===== src/rtl/ifft_butterfly_pipe.sv =====
// ---------------------------------------------------------------------------
// ifft_butterfly_pipe
//
// Pipelined radix-2 inverse butterfly on Q1.15 complex operands:
//   y1 = (A + B) / 2
//   y2 = ((A - B) * conj(W)) / 2
// Three register stages (S1 sum/diff, S2 partial products, S3 combine +
// round + saturate) advance together on a single enable, giving one
// butterfly per cycle with full backpressure and a fixed 3-cycle latency.
//
// Handshake: a transfer happens on a cycle where valid && ready are both
// high at the rising edge. The source holds in_* stable while in_valid is
// high and in_ready is low; the block holds out_* stable while out_valid is
// high and out_ready is low. in_ready is combinational from out_ready (no
// skid buffer), so accept and deliver in the same cycle are legal.
//
// Ports:
//   clk, rst                 clock, synchronous active-high reset
//   in_valid / in_ready      operand set handshake
//   in_a_*, in_b_*           operands A and B, signed Q1.15
//   in_w_*                   twiddle W (conjugated internally), signed Q1.15
//   in_tag                   opaque tag carried with the operation
//   out_valid / out_ready    result handshake
//   out_y1_*, out_y2_*       results, Q1.15
//   out_tag                  tag of the presented result
//   sat_flag                 sticky, set when any y2 component clipped
//   sat_clr                  synchronous clear of sat_flag (set wins)
//   stage_valid              debug view of the valid chain {v3, v2, v1}
// ---------------------------------------------------------------------------
module ifft_butterfly_pipe #(
  parameter int TAG_W = 4
) (
  input  logic             clk,
  input  logic             rst,
  input  logic             in_valid,
  output logic             in_ready,
  input  logic [15:0]      in_a_re,
  input  logic [15:0]      in_a_im,
  input  logic [15:0]      in_b_re,
  input  logic [15:0]      in_b_im,
  input  logic [15:0]      in_w_re,
  input  logic [15:0]      in_w_im,
  input  logic [TAG_W-1:0] in_tag,
  output logic             out_valid,
  input  logic             out_ready,
  output logic [15:0]      out_y1_re,
  output logic [15:0]      out_y1_im,
  output logic [15:0]      out_y2_re,
  output logic [15:0]      out_y2_im,
  output logic [TAG_W-1:0] out_tag,
  output logic             sat_flag,
  input  logic             sat_clr,
  output logic [2:0]       stage_valid
);

  // Round half up and drop 16 fraction bits (this folds in the x1/2),
  // then clip to the Q1.15 range. Returns {clipped, value}.
  // floor((p + 2^15) / 2^16) equals p[33:16] plus the carry p[15].
  function automatic logic [16:0] round_sat(input logic signed [33:0] p);
    logic signed [17:0] q;
    q = $signed(p[33:16]) + $signed({17'd0, p[15]});
    if (q > 18'sd32767) begin
      round_sat = {1'b1, 16'h7FFF};
    end else if (q < -18'sd32768) begin
      round_sat = {1'b1, 16'h8000};
    end else begin
      round_sat = {1'b0, q[15:0]};
    end
  endfunction

  logic v1, v2, v3;
  logic adv;

  // S1 registers
  logic signed [16:0] s1_re, s1_im, d1_re, d1_im;
  logic signed [15:0] w1_re, w1_im;
  logic [TAG_W-1:0]   tag1;

  // S2 registers
  logic signed [16:0] s2_re, s2_im;
  logic signed [32:0] p_rr, p_ii, p_ir, p_ri;
  logic [TAG_W-1:0]   tag2;

  // S3 combinational inputs
  logic signed [33:0] p_re, p_im;
  logic [16:0]        y2_re_rs, y2_im_rs;
  logic [16:0]        y1_re_sum, y1_im_sum;
  logic               clip;

  // The whole pipe freezes only when a result sits in S3 unaccepted.
  assign adv         = !(v3 && !out_ready);
  assign in_ready    = adv;
  assign out_valid   = v3;
  assign stage_valid = {v3, v2, v1};

  always_comb begin
    p_re      = 34'(p_rr) + 34'(p_ii);
    p_im      = 34'(p_ir) - 34'(p_ri);
    y2_re_rs  = round_sat(p_re);
    y2_im_rs  = round_sat(p_im);
    // (s + 1) >>> 1 : s+1 fits 17 bits, the upper 16 bits are the result.
    y1_re_sum = s2_re + 17'sd1;
    y1_im_sum = s2_im + 17'sd1;
    clip      = y2_re_rs[16] | y2_im_rs[16];
  end

  // Valid chain
  always_ff @(posedge clk) begin
    if (rst) begin
      v1 <= 1'b0;
      v2 <= 1'b0;
      v3 <= 1'b0;
    end else if (adv) begin
      v1 <= in_valid;
      v2 <= v1;
      v3 <= v2;
    end
  end

  // S1: full-precision sum and difference, no truncation.
  always_ff @(posedge clk) begin
    if (rst) begin
      s1_re <= '0;
      s1_im <= '0;
      d1_re <= '0;
      d1_im <= '0;
      w1_re <= '0;
      w1_im <= '0;
      tag1  <= '0;
    end else if (adv) begin
      s1_re <= {in_a_re[15], in_a_re} + {in_b_re[15], in_b_re};
      s1_im <= {in_a_im[15], in_a_im} + {in_b_im[15], in_b_im};
      d1_re <= {in_a_re[15], in_a_re} - {in_b_re[15], in_b_re};
      d1_im <= {in_a_im[15], in_a_im} - {in_b_im[15], in_b_im};
      w1_re <= in_w_re;
      w1_im <= in_w_im;
      tag1  <= in_tag;
    end
  end

  // S2: the four partial products of d * conj(w).
  always_ff @(posedge clk) begin
    if (rst) begin
      s2_re <= '0;
      s2_im <= '0;
      p_rr  <= '0;
      p_ii  <= '0;
      p_ir  <= '0;
      p_ri  <= '0;
      tag2  <= '0;
    end else if (adv) begin
      s2_re <= s1_re;
      s2_im <= s1_im;
      p_rr  <= 33'(d1_re) * 33'(w1_re);
      p_ii  <= 33'(d1_im) * 33'(w1_im);
      p_ir  <= 33'(d1_im) * 33'(w1_re);
      p_ri  <= 33'(d1_re) * 33'(w1_im);
      tag2  <= tag1;
    end
  end

  // S3: output registers, which are also the presented result.
  always_ff @(posedge clk) begin
    if (rst) begin
      out_y1_re <= '0;
      out_y1_im <= '0;
      out_y2_re <= '0;
      out_y2_im <= '0;
      out_tag   <= '0;
    end else if (adv) begin
      out_y1_re <= y1_re_sum[16:1];
      out_y1_im <= y1_im_sum[16:1];
      out_y2_re <= y2_re_rs[15:0];
      out_y2_im <= y2_im_rs[15:0];
      out_tag   <= tag2;
    end
  end

  // Sticky saturation flag; a clipping load in the same cycle beats sat_clr.
  always_ff @(posedge clk) begin
    if (rst) begin
      sat_flag <= 1'b0;
    end else if (adv && v2 && clip) begin
      sat_flag <= 1'b1;
    end else if (sat_clr) begin
      sat_flag <= 1'b0;
    end
  end

endmodule


===== config.mk =====
export PLATFORM = sky130hd
export DESIGN_NAME = ifft_butterfly_pipe
export DESIGN_NICKNAME = d
export VERILOG_FILES = /design/src/rtl/ifft_butterfly_pipe.sv
export SDC_FILE = /design/constraint.sdc
export NUM_CORES = 2
export LEC_CHECK = 0
export ABC_AREA = 1
export BUFFER_PORTS_ARGS = -buffer_cell sky130_fd_sc_hd__buf_2
export CORE_ASPECT_RATIO = 0.5
export CORE_MARGIN = 2
export CORE_UTILIZATION = 55
export DETAILED_ROUTE_END_ITERATION = 7
export HOLD_SLACK_MARGIN = 0.15
export PLACE_DENSITY = 0.72
export REMOVE_ABC_BUFFERS = 1
export SLEW_MARGIN = 25
export SYNTH_ARGS = -nofsm -noshare
export SYNTH_HDL_FRONTEND = slang
export SYNTH_SLANG_ARGS = --single-unit
export TNS_END_PERCENT = 100

===== constraint.sdc =====
create_clock -name clk -period 17 [get_ports clk]
set_clock_uncertainty 0.05 [all_clocks]
set_input_delay 0.85 -clock clk [delete_from_list [all_inputs] [get_ports clk]]
set_output_delay 0.85 -clock clk [all_outputs]
set_load 0.01 [all_outputs]

* Word-level counts from Yosys, hierarchy flattened *
Cells that the tools add are included.

word-level totals
  bits in registers = 346
  bits of input ports = 105
  word-level logic and storage cells = 54

operators by class
  add/subtract/negate cells = 10
  multiply operators = 4
  $lt $le $gt $ge = 4
  mux-type cells = 6
  bitwise gates (word level) = 1
  reduce and logical (&&, ||, !) cells = 6

operator list
  kind                                                                    count
  17-bit by 16-bit multiplier with 33-bit output                          4
  17-bit 2-to-1 mux                                                       4
  18-bit by 2-bit adder with 18-bit output                                2
  18-bit by 16-bit > comparator with 1-bit output, second input constant  2
  18-bit by 16-bit < comparator with 1-bit output, second input constant  2
  16-bit by 16-bit adder with 17-bit output                               2
  17-bit by 2-bit adder with 17-bit output, second input constant         2
  33-bit by 33-bit adder with 34-bit output                               1
  16-bit by 16-bit subtractor with 17-bit output                          2
  33-bit by 33-bit subtractor with 34-bit output                          1
  1-bit logical AND                                                       3
  1-bit logical NOT                                                       2
  1-bit 2-to-1 mux                                                        2
  2-bit nonzero test                                                      1
  1-bit bitwise OR                                                        1

* Longest topological paths before layout *
  depth after elaboration = 8
  depth in mapped cells = 30

* Least setup slack after synthesis *
OpenSTA, ideal clock, no wires.

  path kind = register -> register
  from = reg w1_re[4]
  to = reg p_ir[32]
  setup time = 116 ps
  data arrival time = 5709 ps
  required time = 16834 ps
  setup slack = 11125 ps
  stages on the path, launching flop included = 27
  clock period less this slack = 5875 ps
  path through = dfxtp_1 > clkbuf_1 > clkbuf_1 > nand2_1 > fa_1 > inv_1 > fa_1 > inv_1 > fa_1 > inv_1 > fa_1 > inv_1 > fa_1 > inv_1 > fa_1 > ha_1 > nand2_1 > nor3_1 > nand2_1 > nor4_1 > nand2_1 > o2111ai_1 > nand2_1 > inv_1 > o21ai_0 > o211ai_1 > inv_1

on the way
  longest elaborated chain between the ends = 1

ends and longest elaborated chain
  element                                         line  RTL
  start, declared                                 76    logic signed [15:0] w1_re, w1_im;
  start signal, assigned                          135   w1_re <= in_w_re;
  17-bit by 16-bit multiplier with 33-bit output  156   p_ir <= 33'(d1_im) * 33'(w1_re);
  end signal, assigned                            156
  end, declared                                   81    logic signed [32:0] p_rr, p_ii, p_ir, p_ri;

No other way between the ends.
A chain may end at the register's enable or synchronous reset.

* Worst setup path in the final report *
  from = reg w1_re[6]
  to = reg p_rr[32]

on the way
  longest elaborated chain between the ends = 1

ends and longest elaborated chain
  element                                         line  RTL
  17-bit by 16-bit multiplier with 33-bit output  154   p_rr <= 33'(d1_re) * 33'(w1_re);
  end signal, assigned                            154
  end, declared                                   81

No other way between the ends.

==> impl_metrics.csv <==
group,metric,value,unit
placement,placed_cell_area,66480,um2
critical_path,endpoint_kind,"flip-flop",
clock_tree,cts-resized-gates,0,
die,core,115800,um2
drt,avgViaCountPerCell,5.165,
clock_tree,post_cts_buffers,0,
pwr,powerDensity,138.5,nW/um2
hold_path,worstHoldPathCells,3,
clock_tree,clk_latency,0.66,ns
placement,io_buffers,178,
final_layout,final-seq-area,6890,um2
drt,final_antenna_net_count,0,
synth,synth_edf_count,0,
final_layout,fin_area,67700,um2
synth,yosysSeqAreaShare,0.1067,
die,io_pins,179,
final_layout,fillers,10889,
sta,finalHoldViolCount,0,
sta,rsz0062_at_grt,"false",
global_route,grt_pass1_vias,54365,
critical_path,regToRegStartpoint,"w1_re[6]",
critical_path,r2r-end,"p_rr[32]",
drt,vias,52867,
synth,synth_common_cells,"2,448 x inv_1, 1,987 x nand2_1, 1,108 x fa_1",
placement,dp_hpwl,132500,um
clock_tree,clock_path_buffers,3,
synth,synth_most_common_cell,"inv_1",
clock_tree,ctsHtreeMaxLevel,2,
drt,dr.max_layer_used,"met5",
final_layout,layout-drive-gt1-share,0.05024,
sta,tightest_slew,1.119,ns
sta,period_minus_slack,6.744,ns
synth,synth_cells,8729,
drt,first_iter_violations,3539,
synth,async_reset_ff_frac,0,
sta,max_freq,148.3,MHz
run_status,outcome,"completed",
synth,yosys-top-cells-area,"fa_1 34%, inv_1 14%, nand2_1 12%",
critical_path,cp-start-kind,"flip-flop",
drt,wl_met1,73300,um
synth,ys_ff_latch,344,
final_layout,multi_input_area,46940,um2
synth,avgSynthCellArea,7.393,um2
pwr,leakage,39.95,nW
synth,syn_area,64530,um2
clock_tree,cts.root.buffer_cell,"clkbuf_16",
sta,hold_ws,0.4057,ns
global_route,grt_max_degree,204,
global_route,antenna_found_initial,5,
critical_path,path_class,"flip-flop to flip-flop",
clock_tree,tritoncts,"built",
critical_path,r2r_cells,23,
critical_path,cp_data_required_time,17.46,ns
critical_path,arrival,7.20,ns
hold_path,min_path_type,"input pin to flip-flop",
clock_tree,cts.sinks,344,
final_layout,areaGrowthSynthToFinish,4.911,%
global_route,grt_pass1_wl,281200,um
die,num_rows,88,
drt,route.met2.wl,77220,um
global_route,grt.total_usage,0.2939,
clock_tree,cts_made_buffers,38,
die,die-area,120200,um2
drt,wl_met3,14890,um
clock_tree,postCtsHoldBufs,0,
placement,gp_congestion,0.9468,
synth,synth_top_area_cell,"fa_1",
synth,synth_top_area_share,0.3437,
drt,wire_per_inst,16.66,um
die,dieWidth,488.4,um
critical_path,r2r_setup_slack,10.26,ns
synth,yosysUniqueCellTypes,54,
final_layout,finalNetCount,10316,
die,fp.dieH,246.2,um
hold_path,hold_start,"in_tag[0]",
synth,synthFlopType,"dfxtp_1",
drt,route.detailed.drc,0,
global_route,grt.overflow.total,0,
critical_path,path_max_fanout,18,
pwr,peakVddDrop,0.1367,mV
sta,maxSlewHeadroom,0.2543,
drt,drt_wl_total,170500,um
die,initial_core_util,0.5571,
sta,slew_violations,0,
job,cap_violations,0,
clock_tree,clkTransAtPathRegs,0.07,ns
hold_path,hold_path_end,"tag1[0]",
sta,setup_viol,0,
synth,ys_warn_count,0,
sta,min_period_over_period,0.3967,
drt,firstDrtPassIters,7,
## worst max-delay path by stage
stage	from	endpoint	slack, ns	depth (start not counted)
finish	w1_re[6]	p_rr[32]	10.26	23
floorplan	out_ready	in_ready	-6.29	2
global route	d1_im[16]	p_ir[32]	9.89	25
CTS	w1_re[6]	p_rr[32]	10.36	23
detailed placement	w1_re[6]	p_rr[32]	10.37	23
global placement	w1_re[6]	p_rr[32]	10.45	23
## critical path, stage by stage (launching register included)
cell       delay (ns)
dfxtp_1          0.92
buf_4            0.41
nand2_1          0.12
fa_1             0.52
inv_1            0.07
fa_1             0.79
fa_1             0.53
fa_1             0.54
inv_1            0.05
fa_1             0.47
inv_1            0.05
fa_1             0.43
ha_1             0.36
nand2_1          0.12
nor3_1           0.23
nand2_1          0.14
nor4_1           0.18
nand2_1          0.12
o2111ai_1        0.14
nand2_1          0.08
inv_1            0.06
o21ai_0          0.06
o211ai_1         0.13
inv_1            0.06
## kinds of logic (layout without fill, tap and decap cells)
logic type	Yosys count	count (layout)	synth area share
other	0	2	0
buffers and inverters	2840	2769	0.1660
flip-flops	344	344	0.1067
adder cells (fa/ha/maj)	1578	1578	0.4349
AO/OA/AOI/OAI	1013	1013	0.09214
XOR/XNOR	208	208	0.02823
AND/OR/NAND/NOR	2746	2746	0.1721
## final cells by class
type	instances	area share
Clock inverter	22	0.003290
Sequential cell	344	0.1018
Timing Repair Buffer	249	0.02140
Clock buffer	43	0.01462
Inverter	2455	0.1363
Multi-Input combinational cell	5545	0.6934
Antenna cell	2	0.00007393
Tap cell	1575	0.02911
## per-stage QoR
step	cells	utilization	TNS, ns	total power [mW]	setup slack [ns]
final	10235	0.5845	0	9.379	10.26
after global routing	10234	0.5844	0	10.46	9.887
after CTS	10233	0.5844	0	9.374	10.36
after detailed placement	10168	0.5740	0	8.437	10.37
after global placement	10168	0.5740	0	8.377	10.45
after floorplan	8344	-	-1704.60	6.519	-6.287
## power breakdown
part / internal [mW] / total [mW] / switching [mW]
registers: 1.02 / 1.16 / 0.140
logic: 2.58 / 7.36 / 4.78
clock network: 0.445 / 0.868 / 0.423
## sequential cells by signal (all words and copies together) (netlist names), 16 cells and up
register and cells:
p_ii 33, p_ir 33, p_ri 33, p_rr 33, s1_im 17, s1_re 17, s2_im 17, s2_re 17
d1_im 16, d1_re 16, out_y1_im 16, out_y1_re 16, out_y2_im 16, out_y2_re 16, w1_im 16, w1_re 16
## routing by layer
metal,vias up,track usage
met4,8,0.08177
met3,368,0.06474
met2,1723,0.4843
met1,25504,0.3905
met5,-,0
li1,25264,-
## cells in the final DEF (no fill, tap or decap), drive strengths merged
cell type,count
dfxtp,344
a21oi,331
nand4,35
a22oi,1
o21ai,370
a31oi,26
nor3,40
and2,11
ha,470
buf,249
nor4,16
inv,2462
and3,2
bufinv,1
clkinv,10
fa,1108
a211oi,5
diode,2
nand2,2017
o221ai,16
o211ai,63
o21a,12
a21o,12
clkinvlp,4
a21boi,13
xnor2,66
nand3,166
o21bai,141
or2,10
nor2,444
xor2,142
nand3b,5
o2111ai,3
a221oi,5
clkbuf,43
o31ai,15
Note: power is estimated with default switching activity, not from simulation.
